--- src/rtl/count_seq_ctrl.sv ---
// Sequencing/arbitration controller for a preloadable down-counter: grants one of two
// requesters, loads its preload value, enables counting to zero, then pulses done.
module count_seq_ctrl #(
  parameter int CountWidth = 8
) (
  input  logic                  iClk,
  input  logic                  _iReset,
  input  logic [1:0]            iReq,
  input  logic [CountWidth-1:0] iPreldVal0,
  input  logic [CountWidth-1:0] iPreldVal1,
  input  logic [CountWidth-1:0] iCountValue,
  output logic [1:0]            oGnt,
  output logic                  _oLoad,
  output logic                  _oSet,
  output logic [CountWidth-1:0] oPreldVal,
  output logic                  oCountEn,
  output logic                  oDone,
  output logic                  oBusy
);

  typedef enum logic [2:0] {
    ST_IDLE  = 3'd0,
    ST_LOAD  = 3'd1,
    ST_RUN   = 3'd2,
    ST_DONE  = 3'd3,
    ST_CLEAR = 3'd4
  } state_t;

  state_t                  state_q, state_d;
  logic                    gnt_idx_q, gnt_idx_d;
  logic                    last_q, last_d;
  logic [CountWidth-1:0]   preld_q, preld_d;
  logic [1:0]              gnt_q, gnt_d;
  logic                    load_q, load_d;
  logic                    set_q, set_d;
  logic                    done_q, done_d;
  logic                    busy_q, busy_d;
  logic                    win;

  // State and registered outputs; last_q resets to 1 so requester 0 wins the first tie.
  always_ff @(posedge iClk or posedge _iReset) begin
    if (_iReset) begin
      state_q   <= ST_IDLE;
      gnt_idx_q <= 1'b0;
      last_q    <= 1'b1;
      preld_q   <= '0;
      gnt_q     <= 2'b00;
      load_q    <= 1'b0;
      set_q     <= 1'b0;
      done_q    <= 1'b0;
      busy_q    <= 1'b0;
    end else begin
      state_q   <= state_d;
      gnt_idx_q <= gnt_idx_d;
      last_q    <= last_d;
      preld_q   <= preld_d;
      gnt_q     <= gnt_d;
      load_q    <= load_d;
      set_q     <= set_d;
      done_q    <= done_d;
      busy_q    <= busy_d;
    end
  end

  always_comb begin
    state_d   = state_q;
    gnt_idx_d = gnt_idx_q;
    last_d    = last_q;
    preld_d   = preld_q;
    win       = (iReq == 2'b11) ? ~last_q : iReq[1];
    case (state_q)
      ST_IDLE: begin
        if (|iReq) begin
          gnt_idx_d = win;
          last_d    = win;
          preld_d   = win ? iPreldVal1 : iPreldVal0;
          state_d   = ST_LOAD;
        end
      end
      ST_LOAD: state_d = ST_RUN;
      ST_RUN: begin
        // Abort wins over reaching zero in the same cycle.
        if (!iReq[gnt_idx_q])
          state_d = ST_CLEAR;
        else if (iCountValue == '0)
          state_d = ST_DONE;
      end
      ST_DONE:  state_d = ST_IDLE;
      ST_CLEAR: state_d = ST_IDLE;
      default:  state_d = ST_IDLE;
    endcase
  end

  // Output values are decoded from the next state so they appear registered with it.
  always_comb begin
    gnt_d  = 2'b00;
    load_d = 1'b0;
    set_d  = 1'b0;
    done_d = 1'b0;
    busy_d = (state_d != ST_IDLE);
    case (state_d)
      ST_LOAD: begin
        gnt_d  = gnt_idx_d ? 2'b10 : 2'b01;
        load_d = 1'b1;
      end
      ST_RUN:  gnt_d = gnt_idx_d ? 2'b10 : 2'b01;
      ST_DONE: begin
        gnt_d  = gnt_idx_d ? 2'b10 : 2'b01;
        done_d = 1'b1;
      end
      ST_CLEAR: set_d = 1'b1;
      default: ;
    endcase
  end

  assign oCountEn  = (state_q == ST_RUN) && (iCountValue != '0);
  assign oGnt      = gnt_q;
  assign _oLoad    = load_q;
  assign _oSet     = set_q;
  assign oPreldVal = preld_q;
  assign oDone     = done_q;
  assign oBusy     = busy_q;

endmodule

--- config.mk ---
export PLATFORM = sky130hd
export DESIGN_NAME = count_seq_ctrl
export DESIGN_NICKNAME = d
export VERILOG_FILES = /design/src/rtl/count_seq_ctrl.sv
export SDC_FILE = /design/constraint.sdc
export NUM_CORES = 1
export LEC_CHECK = 0
export CAP_MARGIN = 15
export CORE_UTILIZATION = 42
export CTS_BUF_LIST = sky130_fd_sc_hd__clkbuf_16
export DETAILED_ROUTE_END_ITERATION = 10
export PLACE_DENSITY = 0.94
export SETUP_SLACK_MARGIN = 0.02
export SLEW_MARGIN = 20
export SYNTH_ARGS = -nofsm -noshare
export SYNTH_HDL_FRONTEND = slang
export SYNTH_SLANG_ARGS = --single-unit
--- constraint.sdc ---
create_clock -name iClk -period 2.4 [get_ports iClk]
set_input_delay 0.48 -clock iClk [delete_from_list [all_inputs] [get_ports iClk]]
set_output_delay 0.48 -clock iClk [all_outputs]
set_load 0.02 [all_outputs]
==> results.py, run 1 <==
metrics = {
    "worst_setup_path": {
        "critPathMostFrequentCell": "nor2_1",
        "arrival_ns": 1.76,
        "worstPathCellList": "clkdlybuf4s50_1 -> or4_4 -> nor2_1 -> nor2_1 -> buf_2",
        "worstPathRequired_ns": 1.92,
        "critPathSlowestCell": "or4_4",
        "crit_type": "in2out",
        "crit_path_start_kind": "input pin",
        "crit_path_start": "iCountValue[1]",
        "path_max_fanout": 2,
        "timing.rr.start": "state_q[1]",
        "max_stage_delay_ns": 0.54,
        "endpoint_kind": "output port",
    },
    "logic_synthesis": {
        "ys_warn_count": 0,
        "synth_fp_nets": 107,
        "yosys.area_share.adder": 0,
        "ys_seq_area_frac": 0.5458,
        "async_reset_ff_frac": 1.000,
        "synth-compound-area-share": 0.1160,
        "synthesis.area_um2": 873.3,
        "ys_ff_latch": 19,
        "synthSimpleGateAreaFrac": 0.1633,
        "synth_area_per_cell_um2": 11.05,
        "muxShareOfSynthArea": 0.1275,
        "ys.flop_type": "dfrtp_1",
        "synth_cell_types": 24,
        "synth_edf_count": 0,
        "synth_top_family_by_area": "simple AND/OR/NAND/NOR gates",
        "synthXorXnorAreaFrac": 0,
        "yosys-top-cells-area": "dfrtp_1 52%, mux2i_1 11%, nor2_1 7.3%",
        "synthCells": 79,
        "synth_top_area_share": 0.5158,
        "yosys.area.top_type": "dfrtp_1",
    },
    "final_layout": {
        "design_area_um2": 1413,
        "n_antenna_cell": 0,
        "multi_input_area_um2": 359.1,
        "seq_area_um2": 476.7,
        "layout.nets": 156,
        "layout-drive-gt1-share": 0.1417,
        "utilization": 0.7200,
        "final.fill_count": 150,
        "area_delta_synth_final_pct": 61.75,
    },
    "detailed_routing": {
        "wl_per_cell_um": 14.73,
        "drc_errors": 0,
        "drt_iter0_markers": 10,
        "viasPerCell": 5.149,
        "drt-total-wl_mm": 2.269,
        "via_count": 793,
        "ant_nets": 0,
        "firstDrtPassIters": 4,
    },
    "global_routing": {
        "grt_overflow": 0,
        "grt_use_total": 0.2262,
        "grt_first_pass_wirelength_mm": 3.450,
        "first_global_vias": 787,
        "grt_antenna_before_repair": 0,
        "grt_max_degree": 20,
    },
    "floorplan": {
        "rows": 16,
        "die_w_um": 47.60,
        "die_h_um": 47.60,
        "dieArea_um2": 2266,
        "ioPinCount": 43,
        "core_um2": 1962,
        "initial_core_util": 0.4452,
    },
    "sta": {
        "finalCriticalPeriod_ns": 2.243,
        "slew_violations": 0,
        "post-route-period-util": 0.9346,
        "skew_ns": 0.005714,
        "hold_viol": 0,
        "relSlewSlack": 0.5377,
        "setup_violations": 0,
        "worst_pin_slew_ns": 0.6927,
        "timing.fmax_ghz": 0.4458,
        "setup_ws_ns": 0.1569,
        "rsz0062_at_grt": "no",
    },
    "clocking": {
        "cts_sinks": 19,
        "cts_root_buf": "clkbuf_16",
        "post-cts-setup-buffer-count": 0,
        "clk_latency_ns": 0.25,
        "clk_path_buf_depth": 2,
        "cts_tree": "done",
        "numCtsBuffers": 3,
        "clk_pin_slew_ns": 0.05,
        "cts_htree_levels": 1,
    },
    "place": {
        "hpwl_mm": 1.677,
        "port_buffers": 42,
        "place_worst_setup_slack_ns": -0.2440,
        "routabilityCongestion": 0.7469,
        "dpl_cell_area_um2": 1335,
    },
    "job": {
        "drv_cap": 0,
    },
    "min_path": {
        "hold_start": "oPreldVal[0]",
        "hp-class": "reg2reg",
    },
    "status": {
        "outcome": "finished, final reports clean",
    },
    "power_and_ir_drop": {
        "powerDensity_nw_per_um2": 1196,
        "power.leakage_nw": 0.6010,
        "ir_worst_vdd_v": 0.0006788,
    },
}
==> cells by family after synthesis <==
| family | after synthesis |
|---|---|
| simple gates | 26 |
| flops | 19 |
| compound gates | 17 |
| mux | 11 |
| buf+inv | 6 |
==> cell usage after synthesis, drive strengths merged (2+ instances only) <==
cell,count
a21oi,10
buf,3
dfrtp,18
inv,3
mux2i,10
nand2,2
nor2,17
nor2b,2
o21ai,3
or4,2
==> per-layer routing <==
layer	vias to the layer above	wire length (um)	GRT usage
li1	371	-	-
met1	383	821	0.2482
met2	33	1319	0.4164
met3	6	84	0.03019
met4	0	43	0.1278
met5	-	0	0
==> path summary, 6_finish.rpt <==
path	slack, ns	end	cells past startpoint
hold reg to reg	0.53	oPreldVal[0]	2
setup reg to reg	0.75	oPreldVal[7]	5
min in group asynchronous	0.63	oBusy	2
hold / removal	0.53	oPreldVal[0]	2
setup / recovery	0.16	oCountEn	5
max in group asynchronous	1.32	state_q[0]	2
==> stage by stage <==
stage	cells	hold slack [ns]	TNS, ns	total power, W
finish	154	0.5326	0	0.001689
global route	154	0.5427	0	0.001787
CTS	154	0.5133	0	0.001699
detailed placement	150	0.5171	-0.2440	0.001356
global placement	150	0.4983	-0.1656	0.001309
floorplan	79	0.4304	0	0.001031
==> repair_timing <==
| action | CTS | global route |
|---|---|---|
| endpoints found under the setup margin | 1 | 1 |
| hold buffers | 0 | 0 |
| endpoints found under the hold margin | 0 | 0 |
| gates resized for setup | 3 | 2 |
| gates cloned | 0 | 0 |
==> power by group <==
part           leakage, nW  total [W]  switching (W)  internal, W
clock               0.0423   0.000329       0.000108     0.000221
combinational        0.333   0.000799       0.000428     0.000371
sequential           0.226   0.000560      0.0000927     0.000468
total                0.601    0.00169       0.000629      0.00106
==> flip-flops by register name, indices dropped and copies added, names as in the netlist <==
name,count
oGnt,2
_oSet,1
state_q,3
last_q,1
oPreldVal,8
oDone,1
oBusy,1
_oLoad,1
gnt_idx_q,1
==> critical path, delay by kind of cell <==
kind,cells,cell delay (ns)
and+or+nand+nor,3,0.71
buffers and inverters,2,0.57
==> layout make-up <==
class / instances / area share
sequential: 19 / 0.3375
timing repair buffer: 47 / 0.3206
multi-input combinational: 54 / 0.2542
clock buffer: 3 / 0.05314
tap: 27 / 0.02392
inverter: 3 / 0.007972
clock inverter: 1 / 0.002657
==> placed cells by master, fill, tap and decap left out <==
master           instances
nor2b_1                  2
dfrtp_1                 18
clkbuf_16                3
o211ai_1                 1
nor2_1                  17
buf_2                    1
buf_4                    5
clkdlybuf4s50_1         41
nand2_1                  1
mux2_2                   1
nand2_2                  1
nor4_4                   1
o21ai_0                  2
o21ai_2                  1
a21boi_1                 1
mux2i_1                 10
or2_1                    1
inv_1                    4
nor3_2                   1
o21a_1                   1
dfstp_2                  1
or4_4                    2
a31oi_1                  1
a21oi_2                  1
a21oi_1                  9
(Power assumes the default switching activity.)
==> run 2: changes to the inputs <==
clock period = 2.7 ns   (was 2.4 ns; I/O delays follow)
==> run 2 against run 1 <==
Effect of this change:
- sequential power shrank 11%
- worst hold slack got worse by 0.017 ns
- routed wire length down 15%
- global-route usage fell by 3.1 points
- register-to-register slack better by 0.24 ns
- flip-flop and latch count unchanged
- worst setup slack better by 0.017 ns
- largest cell class unchanged
==> results.py, run 2 (synthesis gave the netlist of run 1 again) <==
metrics = {
    "status": {
        "outcome": "finished, final reports clean",
    },
    "sta": {
        "hold_viol": 0,
        "post-route-period-util": 0.9358,
        "timing.fmax_ghz": 0.3958,
        "relSlewSlack": 0.5226,
        "rsz0062_at_grt": "no",
        "finalCriticalPeriod_ns": 2.527,
        "worst_pin_slew_ns": 0.7152,
        "tns_ns": 0,
        "skew_ns": 0.001313,
        "setup_violations": 0,
        "slew_violations": 0,
    },
    "power_and_ir_drop": {
        "total_power_w": 0.001460,
        "comb_power_share": 0.463,
        "p_sw_frac": 0.3608,
        "clkPwrFrac": 0.197,
        "power.leakage_nw": 0.5966,
        "powerDensity_nw_per_um2": 1039,
        "p_int_w": 0.0009330,
        "p_seq_frac": 0.340,
        "p_sw_w": 0.0005266,
        "ir_worst_vdd_v": 0.0006032,
    },
    "worst_setup_path": {
        "r2r_setup_slack_ns": 0.99,
        "reg2reg_depth": 4,
        "arrival_ns": 1.99,
        "crit_type": "in2out",
        "r2r-end": "oGnt[1]",
        "timing.rr.start": "state_q[1]",
        "path_max_fanout": 2,
        "worstPathRequired_ns": 2.16,
        "endpoint_kind": "output port",
        "crit_path_start_kind": "input pin",
    },
    "min_path": {
        "hp-class": "reg2reg",
        "hold_start": "oPreldVal[4]",
        "hold_end": "oPreldVal[4]",
        "hold_depth": 2,
    },
    "clocking": {
        "hold_buffers": 0,
        "cts_tree": "done",
        "cts_resized": 1,
        "post-cts-setup-buffer-count": 0,
        "clk_pin_slew_ns": 0.05,
        "numCtsBuffers": 3,
        "cts_sinks": 19,
        "clk_latency_ns": 0.24,
        "clk_path_buf_depth": 2,
        "cts_root_buf": "clkbuf_16",
        "cts_htree_levels": 1,
    },
    "final_layout": {
        "layout.nets": 155,
        "layout_common_cells": "41 x clkdlybuf4s50_1, 18 x dfrtp_1, 17 x nor2_1, 10 x mux2i_1, 9 x a21oi_1",
        "area_delta_synth_final_pct": 60.89,
        "design_area_um2": 1405,
        "final_cells": 153,
        "n_antenna_cell": 0,
        "largest_reg_flops": 8,
        "layout-drive-gt1-share": 0.1190,
        "layout_commonest_cell": "clkdlybuf4s50_1",
    },
    "detailed_routing": {
        "via_count": 749,
        "wl_per_cell_um": 12.63,
        "ant_nets": 0,
        "drt-total-wl_mm": 1.933,
        "drt_iter0_markers": 14,
        "viasPerCell": 4.895,
        "drc_errors": 0,
        "firstDrtPassIters": 4,
    },
    "global_routing": {
        "grt_overflow": 0,
        "first_global_vias": 766,
        "grt_antenna_before_repair": 0,
        "grt_use_total": 0.1954,
        "grt_max_degree": 20,
        "grt_first_pass_wirelength_mm": 3.056,
    },
    "place": {
        "placedCellCount": 149,
        "routabilityCongestion": 0.7248,
        "dpl_cell_area_um2": 1328,
        "hpwl_mm": 1.514,
        "port_buffers": 42,
    },
    "floorplan": {
        "ioPinCount": 43,
        "die_w_um": 47.60,
        "core_um2": 1962,
        "die_h_um": 47.60,
        "initial_core_util": 0.4452,
        "dieArea_um2": 2266,
        "rows": 16,
    },
    "job": {
        "drv_cap": 0,
    },
}
run 2: cell count changes in the layout (fill, tap and decap cells not counted):
cell,before,now
buf_2,1,0
buf_4,5,4
dlygate4sd2_1,0,1
or4_1,0,1
or4_4,2,1
run 2: worst max path at each step:
stage,from,cells after the start,to
2_1_floorplan,iCountValue[1],3,oCountEn
3_5_place_dp,iCountValue[1],5,oCountEn
4_1_cts,iCountValue[1],5,oCountEn
3_3_place_gp,iCountValue[7],5,oCountEn
5_1_grt,iCountValue[1],5,oCountEn
6_report,iCountValue[1],5,oCountEn
run 2: metal layers:
layer,share of wire,track usage
met1,0.40,0.2076
met2,0.55,0.3589
met3,0.039,0.03019
met4,0.0072,0.1222
met5,0,0
run 2: per-stage QoR:
| step | hold WS [ns] | utilization | worst slack, ns |
|---|---|---|---|
| 2_1_floorplan | 0.4664 | - | 0.8312 |
| 3_3_place_gp | 0.5015 | 0.6767 | 0.01250 |
| 3_5_place_dp | 0.5099 | 0.6767 | -0.03480 |
| 4_1_cts | 0.5213 | 0.7162 | 0.1866 |
| 5_1_grt | 0.5450 | 0.7162 | 0.06502 |
| 6_report | 0.5151 | 0.7162 | 0.1734 |
run 2: cell type report:
| class | count | area (um2) |
|---|---|---|
| clock buffers | 3 | 75.07 |
| clock inverters | 1 | 3.754 |
| fillers | 166 | 556.8 |
| inverters | 3 | 11.26 |
| multi-input cells | 54 | 355.3 |
| flip-flops and latches | 19 | 476.7 |
| well taps | 27 | 33.78 |
| repair buffers | 46 | 449.2 |
run 2: critical path: stages:
cell,delay (ns)
clkdlybuf4s50_1,0.40
or4_1,0.56
nor2_1,0.11
nor2_1,0.05
dlygate4sd2_1,0.33
run 2: power by group through the flow:
stage,clock network [W],registers [W],logic (W)
2_1_floorplan,0,0.000602,0.000315
3_3_place_gp,0,0.000494,0.000659
3_5_place_dp,0,0.000501,0.000684
4_1_cts,0.000296,0.000497,0.000684
5_1_grt,0.000306,0.000516,0.000749
6_report,0.000288,0.000497,0.000675
==> run 3: changes to the inputs <==
CORE_ASPECT_RATIO = 0.7   (was default)
SLEW_MARGIN = default   (was 20)
clock period = 3.2 ns   (was 2.7 ns; I/O delays follow)
==> run 3 against run 2 <==
Effect of this change:
- routed wire length rose by 1.2%
- count of clock-buffer cells in the layout did not move
- combinational power fell by 16%
- utilization rose by 0.83 points
- sequential share of layout area rose by 0.65 points
- die area rose by 0.12%
- non-clock buffer count fell by 3
- via count rose by 1.7%
- flip-flop and latch count did not move
- critical path type unchanged
==> results.py, run 3 (synthesis gave the netlist of run 1 again) <==
metrics = {
    "clocking": {
        "hold_buffers": 0,
        "cts_resized": 0,
        "post-cts-setup-buffer-count": 0,
        "cts_sinks": 19,
        "clk_latency_ns": 0.25,
        "clk_pin_slew_ns": 0.05,
        "cts_root_buf": "clkbuf_16",
        "cts_htree_levels": 1,
        "clk_path_buf_depth": 2,
        "cts_tree": "done",
        "numCtsBuffers": 3,
    },
    "detailed_routing": {
        "drt-total-wl_mm": 1.956,
        "firstDrtPassIters": 4,
        "ant_nets": 0,
        "via_count": 762,
        "viasPerCell": 5.255,
        "drt_iter0_markers": 15,
        "drc_errors": 0,
        "wl_per_cell_um": 13.49,
    },
    "place": {
        "placedCellCount": 141,
        "port_buffers": 42,
        "routabilityCongestion": 0.7767,
        "hpwl_mm": 1.547,
    },
    "floorplan": {
        "initial_core_util": 0.4589,
        "dieArea_um2": 2268,
        "core_um2": 1903,
        "die_h_um": 40.15,
        "die_w_um": 56.50,
        "ioPinCount": 43,
        "rows": 13,
    },
    "sta": {
        "slew_violations": 0,
        "tns_ns": 0,
        "hold_viol": 0,
        "worst_pin_slew_ns": 0.7050,
        "post-route-period-util": 0.9367,
        "skew_ns": 0.002144,
        "timing.fmax_ghz": 0.3336,
        "relSlewSlack": 0.5295,
        "finalCriticalPeriod_ns": 2.997,
        "setup_violations": 0,
        "rsz0062_at_grt": "no",
        "hold_ws_ns": 0.5157,
    },
    "worst_setup_path": {
        "max_stage_delay_ns": 0.58,
        "endpoint_kind": "output port",
        "path_max_fanout": 2,
        "worstPathRequired_ns": 2.56,
        "critPathSlowestCell": "or4_1",
        "worstPathCellList": "clkdlybuf4s50_1 -> or4_1 -> nor2_1 -> nor2_1 -> clkdlybuf4s50_1",
        "crit_type": "in2out",
        "crit_path_start_kind": "input pin",
        "critPathBufInv": 2,
        "critPathTopFamily": "buffers and inverters",
        "r2r_setup_slack_ns": 1.48,
        "arrival_ns": 2.36,
    },
    "status": {
        "outcome": "finished, final reports clean",
    },
    "global_routing": {
        "grt_use_total": 0.1963,
        "first_global_vias": 713,
        "grt_max_degree": 20,
        "grt_first_pass_wirelength_mm": 3.298,
        "grt_antenna_before_repair": 0,
        "grt_overflow": 0,
    },
    "power_and_ir_drop": {
        "powerDensity_nw_per_um2": 897.3,
        "power.leakage_nw": 0.5781,
        "total_power_w": 0.001237,
        "ir_worst_vdd_v": 0.0006807,
    },
    "final_layout": {
        "n_antenna_cell": 0,
        "layout.nets": 152,
        "layout-drive-gt1-share": 0.1057,
        "utilization": 0.7245,
        "multi_input_area_um2": 355.3,
        "area_delta_synth_final_pct": 57.88,
        "final_cells": 145,
        "final.fill_count": 148,
        "largest_reg_flops": 8,
        "seq_area_um2": 476.7,
        "layout_common_cells": "42 x clkdlybuf4s50_1, 18 x dfrtp_1, 17 x nor2_1, 10 x mux2i_1, 9 x a21oi_1",
        "layout_commonest_cell": "clkdlybuf4s50_1",
    },
    "job": {
        "drv_cap": 0,
    },
    "min_path": {
        "hp-class": "reg2reg",
    },
}
run 3: final timing paths:
| path | endpoint | cells after the start | start |
|---|---|---|---|
| min in group asynchronous | oPreldVal[0] | 2 | _iReset |
| hold reg to reg | oPreldVal[4] | 2 | oPreldVal[4] |
| hold / removal | oPreldVal[4] | 2 | oPreldVal[4] |
| max in group asynchronous | oPreldVal[3] | 2 | _iReset |
| setup reg to reg | oGnt[1] | 4 | state_q[1] |
| setup / recovery | oCountEn | 5 | iCountValue[1] |
run 3: layer usage:
| metal | wire length [um] | GRT usage |
|---|---|---|
| met1 | 775 | 0.2328 |
| met2 | 1071 | 0.3853 |
| met3 | 109 | 0.03226 |
| met4 | 0 | 0.05488 |
| met5 | 0 | 0 |
run 3: tightest hold or removal path: stages, from the launching register on:
cell	delay [ns]
dfrtp_1	0.34
nor2_1	0.06
a21oi_2	0.08
run 3: area by class of cell:
class	instances	share of cell area
Clock buffer	3	0.05445
Tap cell	22	0.01996
Timing Repair Buffer	43	0.3103
Multi-Input combinational cell	54	0.2577
Inverter	3	0.008167
Sequential cell	19	0.3457
Clock inverter	1	0.003630
run 3: power breakdown:
group          total, W  internal (W)  switching, W
Clock          0.000252      0.000167     0.0000849
Combinational  0.000568      0.000271      0.000297
Sequential     0.000417      0.000350     0.0000663
Total           0.00124      0.000789      0.000448
run 3: stage by stage:
stage	cell area, um2	setup slack [ns]
final	1379	0.2026
after global routing	1379	0.1241
after CTS	1379	0.2269
after detailed placement	1299	0.2217
after global placement	1299	0.2650
after floorplan	873.3	1.131
